**config.mk**
```make
export PLATFORM = sky130hd
export DESIGN_NAME = mover_2d_go_ctrl_flat
export DESIGN_NICKNAME = d
export VERILOG_FILES = /design/src/rtl/mover_2d_pkg.sv /design/src/rtl/mover_2d_go_ctrl_if.sv /design/src/rtl/mover_2d_timer.sv /design/src/rtl/mover_2d_go_ctrl.sv /design/src/flat_wrapper.sv
export SDC_FILE = /design/constraint.sdc
export NUM_CORES = 1
export LEC_CHECK = 0
export CAP_MARGIN = 20
export CORE_MARGIN = 3
export CORE_UTILIZATION = 55
export CTS_BUF_LIST = sky130_fd_sc_hd__clkbuf_4 sky130_fd_sc_hd__clkbuf_8
export CTS_CLUSTER_SIZE = 10
export DETAILED_ROUTE_END_ITERATION = 12
export PLACE_DENSITY = 0.82
export RECOVER_POWER = 100
export SYNTH_ARGS = -nofsm -noshare
export SYNTH_HDL_FRONTEND = slang
export SYNTH_SLANG_ARGS = --single-unit
```
**constraint.sdc**
```tcl
create_clock -name clk -period 3.8 [get_ports clk]
set_input_delay 0.57 -clock clk [delete_from_list [all_inputs] [get_ports clk]]
set_output_delay 0.57 -clock clk [all_outputs]
set_load 0.01 [all_outputs]
```
**src/rtl/mover_2d_pkg.sv**
```systemverilog
// Shared definitions for the 2D mover: controller FSM encoding and default counter width.
package mover_2d_pkg;

    localparam int DEFAULT_TIMEOUT_WIDTH = 32;

    typedef enum logic [1:0] {
        ST_IDLE  = 2'd0,
        ST_START = 2'd1,
        ST_BUSY  = 2'd2,
        ST_DONE  = 2'd3
    } state_e;

endpackage

```
**src/rtl/mover_2d_go_ctrl_if.sv**
```systemverilog
// CSR/core-facing bundle of the go/done controller; master drives requests, slave is the controller.
interface mover_2d_go_ctrl_if #(
    parameter int TIMEOUT_WIDTH = mover_2d_pkg::DEFAULT_TIMEOUT_WIDTH
);
    logic                     go_sync;
    logic                     irq_en;
    logic                     irq_clr;
    logic [TIMEOUT_WIDTH-1:0] timeout;
    logic                     core_done;
    logic                     core_start;
    logic                     busy;
    logic                     done;
    logic                     error;
    logic [TIMEOUT_WIDTH-1:0] cycle_count;
    logic                     irq;

    modport master (
        output go_sync, irq_en, irq_clr, timeout, core_done,
        input  core_start, busy, done, error, cycle_count, irq
    );

    modport slave (
        input  go_sync, irq_en, irq_clr, timeout, core_done,
        output core_start, busy, done, error, cycle_count, irq
    );
endinterface

```
**src/rtl/mover_2d_timer.sv**
```systemverilog
// Saturating BUSY-cycle counter with clear/enable; hit flags that the next count reaches a nonzero limit.
// Outputs are combinational from the registered count; no backpressure.
module mover_2d_timer #(
    parameter int WIDTH = mover_2d_pkg::DEFAULT_TIMEOUT_WIDTH
) (
    input  logic             clk,
    input  logic             reset_n,
    input  logic             clr,
    input  logic             en,
    input  logic [WIDTH-1:0] limit,
    output logic [WIDTH-1:0] cnt_inc,
    output logic             hit
);
    logic [WIDTH-1:0] cnt_q;
    logic [WIDTH-1:0] cnt_d;

    assign cnt_inc = (&cnt_q) ? cnt_q : cnt_q + WIDTH'(1);
    // A zero limit disables the compare entirely.
    assign hit     = (limit != '0) && (cnt_inc == limit);

    always_comb begin
        cnt_d = cnt_q;
        if (clr) begin
            cnt_d = '0;
        end else if (en) begin
            cnt_d = cnt_inc;
        end
    end

    always_ff @(posedge clk or negedge reset_n) begin
        if (!reset_n) begin
            cnt_q <= '0;
        end else begin
            cnt_q <= cnt_d;
        end
    end
endmodule

```
**src/rtl/mover_2d_go_ctrl.sv**
```systemverilog
// Turns the synchronized go level into a one-cycle core_start, tracks the core until done or timeout,
// and returns a four-phase done level; outputs registered one cycle after the sampled event, irq is mask-gated.
module mover_2d_go_ctrl
    import mover_2d_pkg::*;
#(
    parameter int TIMEOUT_WIDTH = DEFAULT_TIMEOUT_WIDTH
) (
    input  logic               clk,
    input  logic               reset_n,
    mover_2d_go_ctrl_if.slave  bus
);
    state_e                   state_q, state_d;
    logic                     core_start_q, core_start_d;
    logic                     busy_q, busy_d;
    logic                     done_q, done_d;
    logic                     error_q, error_d;
    logic                     irq_pend_q, irq_pend_d;
    logic [TIMEOUT_WIDTH-1:0] cycle_count_q, cycle_count_d;
    logic                     done_entry;
    logic                     cnt_clr;
    logic                     cnt_en;
    logic                     tmr_hit;
    logic [TIMEOUT_WIDTH-1:0] cnt_inc;

    assign cnt_clr = (state_q == ST_START);
    assign cnt_en  = (state_q == ST_BUSY);

    mover_2d_timer #(
        .WIDTH (TIMEOUT_WIDTH)
    ) u_timer (
        .clk     (clk),
        .reset_n (reset_n),
        .clr     (cnt_clr),
        .en      (cnt_en),
        .limit   (bus.timeout),
        .cnt_inc (cnt_inc),
        .hit     (tmr_hit)
    );

    always_comb begin
        state_d       = state_q;
        core_start_d  = 1'b0;
        busy_d        = busy_q;
        done_d        = done_q;
        error_d       = error_q;
        cycle_count_d = cycle_count_q;
        done_entry    = 1'b0;
        case (state_q)
            ST_IDLE: begin
                if (bus.go_sync) begin
                    state_d      = ST_START;
                    core_start_d = 1'b1;
                    busy_d       = 1'b1;
                    error_d      = 1'b0;
                end
            end
            ST_START: begin
                state_d = ST_BUSY;
                busy_d  = 1'b1;
            end
            ST_BUSY: begin
                // Completion outranks a timeout landing on the same cycle.
                if (bus.core_done || tmr_hit) begin
                    state_d       = ST_DONE;
                    done_entry    = 1'b1;
                    busy_d        = 1'b0;
                    done_d        = 1'b1;
                    error_d       = !bus.core_done;
                    cycle_count_d = cnt_inc;
                end
            end
            ST_DONE: begin
                if (!bus.go_sync) begin
                    state_d = ST_IDLE;
                    done_d  = 1'b0;
                end
            end
            default: state_d = ST_IDLE;
        endcase
        if (done_entry) begin
            irq_pend_d = 1'b1;
        end else if (bus.irq_clr) begin
            irq_pend_d = 1'b0;
        end else begin
            irq_pend_d = irq_pend_q;
        end
    end

    always_ff @(posedge clk or negedge reset_n) begin
        if (!reset_n) begin
            state_q       <= ST_IDLE;
            core_start_q  <= 1'b0;
            busy_q        <= 1'b0;
            done_q        <= 1'b0;
            error_q       <= 1'b0;
            irq_pend_q    <= 1'b0;
            cycle_count_q <= '0;
        end else begin
            state_q       <= state_d;
            core_start_q  <= core_start_d;
            busy_q        <= busy_d;
            done_q        <= done_d;
            error_q       <= error_d;
            irq_pend_q    <= irq_pend_d;
            cycle_count_q <= cycle_count_d;
        end
    end

    assign bus.core_start  = core_start_q;
    assign bus.busy        = busy_q;
    assign bus.done        = done_q;
    assign bus.error       = error_q;
    assign bus.cycle_count = cycle_count_q;
    assign bus.irq         = irq_pend_q & bus.irq_en;
endmodule

```
**src/flat_wrapper.sv**
```systemverilog
// flat-port wrapper written by rule: the top's interface ports become plain ports
module mover_2d_go_ctrl_flat import mover_2d_pkg::*;
#(
    parameter int TIMEOUT_WIDTH = DEFAULT_TIMEOUT_WIDTH
)
  (clk, reset_n, bus_go_sync, bus_irq_en, bus_irq_clr, bus_timeout, bus_core_done, bus_core_start, bus_busy, bus_done, bus_error, bus_cycle_count, bus_irq);
  mover_2d_go_ctrl_if #(.TIMEOUT_WIDTH(TIMEOUT_WIDTH)) bus_i ();
  input  logic clk;
  input  logic reset_n;
  input wire logic [$bits(bus_i.go_sync)-1:0] bus_go_sync;
  input wire logic [$bits(bus_i.irq_en)-1:0] bus_irq_en;
  input wire logic [$bits(bus_i.irq_clr)-1:0] bus_irq_clr;
  input wire logic [$bits(bus_i.timeout)-1:0] bus_timeout;
  input wire logic [$bits(bus_i.core_done)-1:0] bus_core_done;
  output wire logic [$bits(bus_i.core_start)-1:0] bus_core_start;
  output wire logic [$bits(bus_i.busy)-1:0] bus_busy;
  output wire logic [$bits(bus_i.done)-1:0] bus_done;
  output wire logic [$bits(bus_i.error)-1:0] bus_error;
  output wire logic [$bits(bus_i.cycle_count)-1:0] bus_cycle_count;
  output wire logic [$bits(bus_i.irq)-1:0] bus_irq;
  assign bus_i.go_sync = bus_go_sync;
  assign bus_i.irq_en = bus_irq_en;
  assign bus_i.irq_clr = bus_irq_clr;
  assign bus_i.timeout = bus_timeout;
  assign bus_i.core_done = bus_core_done;
  assign bus_core_start = bus_i.core_start;
  assign bus_busy = bus_i.busy;
  assign bus_done = bus_i.done;
  assign bus_error = bus_i.error;
  assign bus_cycle_count = bus_i.cycle_count;
  assign bus_irq = bus_i.irq;
  mover_2d_go_ctrl #(.TIMEOUT_WIDTH(TIMEOUT_WIDTH)) u_core (.clk(clk), .reset_n(reset_n), .bus(bus_i));
endmodule
```
=== Word-level counts from Yosys, hierarchy flattened ===
Index checks and enable logic that the tools add are counted.

* Register bits: 71
* Bits in read-only memories: 0
* Bits in latches: 0
* Output and inout bits: 37
* Logic and storage cells: 55
* Memory bits (writable): 0
* Memories kept: 0

* Div/mod/pow operators: 0
* Muxes and demuxes: 22
* Reductions and logical operators: 16
* Add/subtract/negate cells: 1
* $mul: 0
* Bitwise gates (word level): 1
* Equal/unequal tests: 7
* Shift-type cells: 0
* Magnitude comparators: 0

{| class="wikitable"
|+ Operator list
! cell !! number
|-
| $mux 32 || 3
|-
| $add 32x1->32 const B || 1
|-
| $eq 32x32->1 || 1
|-
| $reduce_and 32->1 || 1
|-
| $reduce_bool 32->1 || 1
|-
| $mux 1 || 12
|-
| $reduce_and 3->1 || 4
|-
| $pmux 2 s4 || 1
|-
| $reduce_bool 2->1 || 4
|-
| $mux 2 || 3
|-
| $ne 2x2->1 const B || 3
|-
| $eq 2x2->1 const B || 2
|-
| $pmux 1 s2 || 2
|-
| $pmux 1 s3 || 1
|-
| $reduce_bool 3->1 || 1
|-
| $eq 2x1->1 const B || 1
|-
| $logic_not 2->1 || 1
|-
| $reduce_and 2->1 || 1
|-
| $and 1x1->1 || 1
|-
| $logic_and 1x1->1 || 1
|-
| $logic_not 1->1 || 1
|-
| $logic_or 1x1->1 || 1
|}

=== Longest topological paths before layout ===
Gate-level depths: netlist of the first run.

* Word-level depth: 8
* Depth in mapped cells: 15
* Depth with buffers taken out: 11

=== Cells and area by module ===
A second synthesis of the first run with hierarchy kept.

* Cells, all modules: 573
* Area total of the unflattened synthesis: 5154.9 um^2

{| class="wikitable"
|+ Modules (own cells, without submodules)
! module !! area each (um^2) !! instances !! cells each
|-
| mover_2d_timer || 3533.4 || 1 || 466
|-
| mover_2d_go_ctrl || 1621.6 || 1 || 107
|}

=== Worst setup path before layout of the first run ===
Ideal clock, no wire load.

* Path kind: flip-flop to flip-flop
* Start point: register u_core.u_timer.cnt_q[1]
* End point: register u_core.cycle_count_q[0], in the netlist u_core.bus.cycle_count[0]
* Data arrival time: 3.331 ns
* Setup time: 0.125 ns
* Cell stages (with the launch flop): 14
* Clock period less this slack: 3.456 ns
* Required time: 3.675 ns
* Slack: 0.344 ns
* Cell sequence: dfrtp_1 -> ha_1 -> buf_2 -> nand4_4 -> nor4_2 -> o311a_1 -> a211oi_1 -> a311o_1 -> a2111oi_0 -> nand4_1 -> nor3_4 -> o21ai_4 -> buf_6 -> mux2_4

* Word-level cells in the longest chain between the ends: 6
* Elaborated cells between the ends (all ways): 7

{| class="wikitable"
|+ Ends and longest elaborated chain
! element !! RTL line !! source
|-
| from (decl) || mover_2d_timer.sv:14 || <nowiki>logic [WIDTH-1:0] cnt_q;</nowiki>
|-
| from (signal assigned) || mover_2d_timer.sv:34 || <nowiki>cnt_q <= cnt_d;</nowiki>
|-
| $add 32x1->32 or $reduce_and 32->1 (tied branches) || mover_2d_timer.sv:17 || <nowiki>assign cnt_inc = (&cnt_q) ? cnt_q : cnt_q + WIDTH'(1);</nowiki>
|-
| $mux 32 (*) || mover_2d_timer.sv:17 ||
|-
| $eq 32x32->1 || mover_2d_timer.sv:19 || <nowiki>assign hit = (limit != '0) && (cnt_inc == limit);</nowiki>
|-
| $logic_and 1x1->1 || mover_2d_timer.sv:19 ||
|-
| $logic_or 1x1->1 || mover_2d_go_ctrl.sv:63 || <nowiki>if (bus.core_done || tmr_hit) begin</nowiki>
|-
| $reduce_and 2->1 (no source line) || n/a ||
|-
| to (signal assigned) || mover_2d_go_ctrl.sv:105 || <nowiki>cycle_count_q <= cycle_count_d;</nowiki>
|-
| to (decl) || mover_2d_go_ctrl.sv:18 || <nowiki>logic [TIMEOUT_WIDTH-1:0] cycle_count_q, cycle_count_d;</nowiki>
|}

Every way passes the cells marked *; elsewhere a longest branch is shown, timed or not.
A chain may end at the register's enable or synchronous reset.

=== Worst setup path in the final report of the first run ===
* Start point: register u_core.u_timer.cnt_q[19]
* End point: register u_core.cycle_count_q[27], in the netlist u_core.bus.cycle_count[27]

Same word-level chain as after synthesis.

==> results.cfg, run 1 <==
[pwr]
leakagePower_nw = 3.23
power_mw = 2.82
power.density_nw_per_um2 = 397
ir_drop_mv = 0.461

[critical_path]
timing.rr.end = u_core.bus.cycle_count[27]$_DFFE_PN0P_
worst-setup-path-type = flip-flop to flip-flop
cp.arrival_ns = 3.90
end_kind = flip-flop
cp-start-kind = flip-flop
timing.rr.start = u_core.u_timer.cnt_q[19]$_DFFE_PN0P_
cp_max_fo = 16
reg2reg_depth = 11
reg2reg_setup_slack_ns = 0.17
required_ns = 4.06
setup.worst_path.start = u_core.u_timer.cnt_q[19]$_DFFE_PN0P_

[timing]
drv_slew = 32
layout_min_cycle_time_ns = 3.63
setup_viol = 0
maxSlewHeadroom_pct = -14.9
fin_crit_sh_pct = 95.6
finalHoldViolations = 0
fmax_mhz = 275
tightest_slew_ns = 1.72
fin_skew_ns = 0.0116
setup_ws_ns = 0.165
rsz0062_at_grt = no

[floorplan]
fp.dieH_um = 107
core_um2 = 9860
die_w_um = 107
die_area_um2 = 11500
io_pins = 75
initial_core_util_pct = 57.1
rows = 36

[grt]
grt_usage_pct = 36.6
grt_pass1_vias = 5914
grt_first_pass_wirelength_um = 32200
gr-total-overflow = 0
grt_max_degree = 33
grt_antenna_before_repair = 0

[synth]
muxShareOfSynthArea_pct = 9.17
yosysWarnings = 0
synth_top_family_by_area = simple AND/OR/NAND/NOR gates
synthDistinctLibCells = 75
synth.avg_cell_area_um2 = 8.68
ys_ff_latch = 71
synth_edf_count = 0
synth_compound_area_share_pct = 19.1
yosys.area_share.adder_pct = 1.11
yosys.area_share.simple_pct = 25.5
synth-seq-area-share_pct = 31.5
synth-main-ff-cell = dfrtp_1
netlist_instances = 649
mappedNetlistArea_um2 = 5630
synthXorXnorAreaFrac_pct = 7.17
syn_nets = 692
synthArstFlopShare_pct = 100

[worst_hold_path]
min_path_cells = 1
worst_hold_path.endpoint = u_core.bus.cycle_count[11]$_DFFE_PN0P_
min-delay-start = u_core.bus.cycle_count[11]$_DFFE_PN0P_
hp-class = flip-flop to flip-flop

[flow_run]
max_cap_violations = 1

[run_status]
violations = max-capacitance violations, max-slew violations
outcome = complete, but fails checks

[route]
drt-initial-drc-count = 529
routedWlPerCell_um = 22.8
vias = 5965
dr.pass1.iters = 6
drcViolationCount = 0
ant_nets = 0
wirelength_um = 20500
viasPerCell = 6.61

[placed_design]
place_congestion = 1.03
pre_cts_slack_ns = -0.0274
dpl.hpwl_um = 15600
io_buffers = 74

[finish]
final_util_pct = 72.1
layout_common_cells = buf_4, dfrtp_1, nand2_1
finalNetCount = 809
syn2layout_area_growth_pct = 26.2
drive_above_1_share_pct = 19.2
layout_commonest_cell = buf_4
antenna_cells = 0
fillerInstances = 752

[clock_tree]
numCtsBuffers = 9
clk_latency_ns = 0.38
cts_hold_buf = 0
root_buffer = clkbuf_8
cts.sinks = 71
path_clk_slew_ns = 0.08
cts_buffer_depth = 2
ctsHtreeMaxLevel = 3
tritoncts = yes
[synthesized netlist by cell type, types with 10 or more instances]
| library cell | n | area share (%) |
|---|---|---|
| nand4_1 | 20 | 2.2 |
| xor2_1 | 18 | 2.8 |
| o21ai_0 | 52 | 4.6 |
| buf_2 | 23 | 2.0 |
| inv_1 | 20 | 1.3 |
| nor3_1 | 11 | 0.98 |
| nor2_1 | 51 | 3.4 |
| mux2_4 | 26 | 6.9 |
| nor4_1 | 16 | 1.8 |
| dfrtp_1 | 71 | 32 |
| a21oi_1 | 37 | 3.3 |
| o31ai_1 | 10 | 1.3 |
| nand2b_1 | 11 | 1.2 |
| clkbuf_1 | 17 | 1.1 |
| xnor2_1 | 21 | 3.3 |
| nand3_1 | 22 | 2.0 |
| and3_1 | 11 | 1.2 |
| nand2_1 | 60 | 4.0 |
[repair_timing]
item | 4_1_cts | 5_1_grt
resized for setup | 0 | 4
endpoints found under the setup margin | 32 | 34
pin swaps | 1 | 1
setup buffers | 2 | 1
[power breakdown]
group / internal [mW] / switching, mW
registers: 0.827 / 0.0729
clock network: 0.338 / 0.315
logic: 0.458 / 0.813
[worst max-delay path, stage by stage (launching register included)]
cell and delay (ns):
dfrtp_1 0.54, nand4_2 0.26, or2_1 0.36, o311a_1 0.37, buf_4 0.15, a311o_1 0.38
a2111oi_1 0.33, nand4_1 0.22, nor3_4 0.26, o21ai_2 0.13, buf_12 0.20, mux2_4 0.31
[how the worst max path moves through the flow]
stage	end	slack [ns]	depth (start not counted)
3_5_place_dp	u_core.bus.cycle_count[1]$_DFFE_PN0P_	-0.03	11
3_3_place_gp	u_core.bus.cycle_count[1]$_DFFE_PN0P_	0.04	12
4_1_cts	u_core.bus.cycle_count[7]$_DFFE_PN0P_	0.11	11
5_1_grt	u_core.bus.cycle_count[27]$_DFFE_PN0P_	0.01	12
6_report	u_core.bus.cycle_count[27]$_DFFE_PN0P_	0.17	11
2_1_floorplan	u_core.bus.cycle_count[0]$_DFFE_PN0P_	0.34	13
[kinds of logic after synthesis]
group	after synthesis
fa+ha+maj	5
mux	38
simple gates	255
buf+inv	72
flops	71
xor+xnor	42
compound gates	166
[layout make-up]
type | instances | area, um2 | area share [%]
flip-flops and latches | 71 | 1780 | 25.0
repair buffers | 158 | 1400 | 19.6
clock buffers | 11 | 151 | 2.13
well taps | 133 | 166 | 2.34
multi-input cells | 506 | 3490 | 49.0
inverters | 20 | 75.1 | 1.06
clock inverters | 4 | 53.8 | 0.757
[sequential cells by signal, indices dropped and copies added, names as in the netlist]
name and cells:
u_core.bus.busy 1, u_core.bus.cycle_count 32, u_core.bus.done 1, u_core.bus.core_start 1, u_core.irq_pend_q 1, u_core.bus.error 1
u_core.state_q 2, u_core.u_timer.cnt_q 32
[stage by stage]
stage | instances | hold WS, ns | cell area, um2 | setup TNS [ns]
4_1_cts | 902 | 0.238 | 7130 | 0
2_1_floorplan | 649 | 0.274 | 5630 | 0
5_1_grt | 903 | 0.518 | 7110 | 0
6_report | 903 | 0.509 | 7110 | 0
3_3_place_gp | 885 | 0.489 | 6910 | 0
3_5_place_dp | 885 | 0.496 | 6910 | -0.405
[per-layer routing]
metal	track usage (%)	share of wire (%)
met4	14.7	3.5
met2	57.3	46
met1	48.5	41
met5	0	0
met3	8.97	9.3
No activity file was read; power rests on OpenSTA's default activity.
==> run 2, diff against run 1 <==
--- a/config.mk
+++ b/config.mk
@@ -11,8 +11,9 @@
 export CTS_BUF_LIST = sky130_fd_sc_hd__clkbuf_4 sky130_fd_sc_hd__clkbuf_8
 export CTS_CLUSTER_SIZE = 10
 export DETAILED_ROUTE_END_ITERATION = 12
-export PLACE_DENSITY = 0.82
+export PLACE_DENSITY = 0.83
 export RECOVER_POWER = 100
 export SYNTH_ARGS = -nofsm -noshare
 export SYNTH_HDL_FRONTEND = slang
+export SYNTH_HIERARCHICAL = 1
 export SYNTH_SLANG_ARGS = --single-unit
==> results.cfg, run 2 <==
[synth]
ys_ff_latch = 71
yosys-top-cells-count = dfrtp_1, nor2_1, nand2_1, xor2_1
ys_top_cells_by_area = dfrtp_1, mux2_2, xor2_1
yosys.area.top_type = dfrtp_1
synth.most_common_cell = dfrtp_1
netlist_instances = 573
synthDistinctLibCells = 66
synth.avg_cell_area_um2 = 9.00
mappedNetlistArea_um2 = 5150
synth.top_cell.area_share_pct = 34.5
synth_edf_count = 0
synth-main-ff-cell = dfrtp_1
synth-seq-area-share_pct = 34.5
synthArstFlopShare_pct = 100
syn_nets = 618
yosysWarnings = 6

[critical_path]
reg2reg_setup_slack_ns = 0.01
cp.arrival_ns = 4.02
end_kind = flip-flop
timing.rr.start = u_core/u_timer/cnt_q[12]$_DFFE_PN0P_
timing.rr.end = u_core/state_q[1]$_DFFE_PN0P_
endpoint = u_core/state_q[1]$_DFFE_PN0P_
required_ns = 4.03
cp_max_fo = 5
setup.worst_path.start = u_core/u_timer/cnt_q[12]$_DFFE_PN0P_
reg2reg_depth = 15
cp-start-kind = flip-flop
worst-setup-path-type = flip-flop to flip-flop

[route]
vias = 5596
viasPerCell = 6.43
dr.pass1.iters = 8
drt-initial-drc-count = 610
drcViolationCount = 0
wirelength_um = 19500
ant_nets = 0
routedWlPerCell_um = 22.5

[timing]
setup_ws_ns = 0.0118
maxSlewHeadroom_pct = -65.9
drv_slew = 46
fin_crit_sh_pct = 99.7
layout_min_cycle_time_ns = 3.79
setup_viol = 0
worst_hold_slack_ns = 0.503
tightest_slew_ns = 2.49
fin_skew_ns = 0.0134
finalHoldViolations = 0
tns_ns = 0
fmax_mhz = 264

[run_status]
violations = max-capacitance violations, max-slew violations
outcome = complete, but fails checks

[finish]
layout_commonest_cell = buf_4
layout_common_cells = buf_4, dfrtp_1, nor2_1
finalNetCount = 803
final_cells = 870
syn2layout_area_growth_pct = 41.7
antenna_cells = 0
drive_above_1_share_pct = 29.8

[clock_tree]
tritoncts = yes
path_clk_slew_ns = 0.08
ctsHtreeMaxLevel = 3
clk_latency_ns = 0.35
cts_buffer_depth = 2
numCtsBuffers = 9
cts.sinks = 71
root_buffer = clkbuf_8

[worst_hold_path]
hp-class = flip-flop to flip-flop

[placed_design]
place_congestion = 1.00
io_buffers = 74
dpl.hpwl_um = 14400
dp_cells = 840
pre_cts_slack_ns = -0.267

[floorplan]
die_w_um = 103
rows = 34
core_um2 = 8890
die_area_um2 = 10600
initial_core_util_pct = 58.0
fp.dieH_um = 103
io_pins = 75

[grt]
grt_pass1_vias = 5401
grt_antenna_before_repair = 0
gr-total-overflow = 0
grt_usage_pct = 35.7
grt_first_pass_wirelength_um = 28700
grt_max_degree = 46

[pwr]
ir_drop_mv = 0.485
power.density_nw_per_um2 = 336
leakagePower_nw = 3.38

[flow_run]
max_cap_violations = 1
run 2: cell count changes in the layout (fill, tap and decap cells not counted), moves of 6 or more:
cell     previous run  this run
a21oi_1            37        24
a31oi_1             9         2
buf_4              75       130
mux2_2              5        33
mux2_4             26         1
nand2_1            60        44
o21a_1              6         0
o21ai_0            52        26
o31ai_1            10         3
or3_1               3        12
xnor2_1            21        32
xor2_1             18        33
run 2: metal layers:
metal | GRT usage [%] | wire length [um] | share of wire, % | up-vias
li1 | - | - | - | 2443
met1 | 47.3 | 7420 | 38 | 2662
met2 | 59.2 | 9340 | 48 | 411
met3 | 5.41 | 2030 | 10 | 80
met4 | 13.4 | 750 | 3.8 | 0
met5 | 0 | 0 | 0 | -
run 2: power breakdown:
part           internal (mW)  switching, mW  leakage, nW
Clock                  0.375          0.314        0.102
Combinational          0.392          0.511         2.31
Sequential             0.817         0.0452        0.965
Total                   1.58          0.870         3.38
run 2: repair_timing:
action / CTS / global route
endpoints found under the setup margin: 4 / 34
hold buffers: 0 / 0
pin swaps: 5 / 18
gates resized for setup: 7 / 30
buffers inserted: 3 / 12
run 2: worst min path at each step:
stage                                                     start  slack [ns]  cells after the start                               endpoint
after floorplan                                         reset_n        0.27                      0            u_core/bus.busy$_DFFE_PN0P_
after global placement              u_core/bus.busy$_DFFE_PN0P_        0.48                      2            u_core/bus.busy$_DFFE_PN0P_
after detailed placement  u_core/bus.cycle_count[0]$_DFFE_PN0P_        0.49                      1  u_core/bus.cycle_count[0]$_DFFE_PN0P_
after CTS                                               reset_n        0.22                      2  u_core/bus.cycle_count[4]$_DFFE_PN0P_
after global routing      u_core/bus.cycle_count[0]$_DFFE_PN0P_        0.52                      1  u_core/bus.cycle_count[0]$_DFFE_PN0P_
final                     u_core/bus.cycle_count[0]$_DFFE_PN0P_        0.50                      1  u_core/bus.cycle_count[0]$_DFFE_PN0P_
run 2: critical path: stages (launching register included):
cell       delay, ns
dfrtp_1         0.42
buf_4           0.14
buf_4           0.14
nand4_1         0.09
nor4_1          0.54
buf_4           0.25
a21oi_1         0.04
a31oi_1         0.16
o21ai_0         0.17
nor3_4          0.29
nand4bb_4       0.17
nor4_4          0.36
buf_4           0.19
nor3b_2         0.06
a211oi_2        0.32
mux2_4          0.33
run 2: kinds of logic after synthesis:
kind of cell    synth area share [%]
flops                           34.5
buf+inv                         4.90
simple gates                    25.4
xor+xnor                        13.2
compound gates                  10.9
fa+ha+maj                       1.70
mux                             9.42
run 2: cell type report:
type                            count  area (um2)
Clock buffer                       10         131
Clock inverter                      5        83.8
Fill cell                         527        1580
Inverter                           18        67.6
Multi-Input combinational cell    448        3320
Sequential cell                    71        1780
Tap cell                          108         135
Timing Repair Buffer              210        1790
run 2: stage by stage:
step	power (mW)	cell area, um2	utilization (%)
floorplan	1.34	5150	-
global placement	1.69	6790	76.3
detailed placement	1.74	6790	76.3
CTS	2.42	7060	79.4
global route	2.54	7310	82.2
finish	2.45	7310	82.2
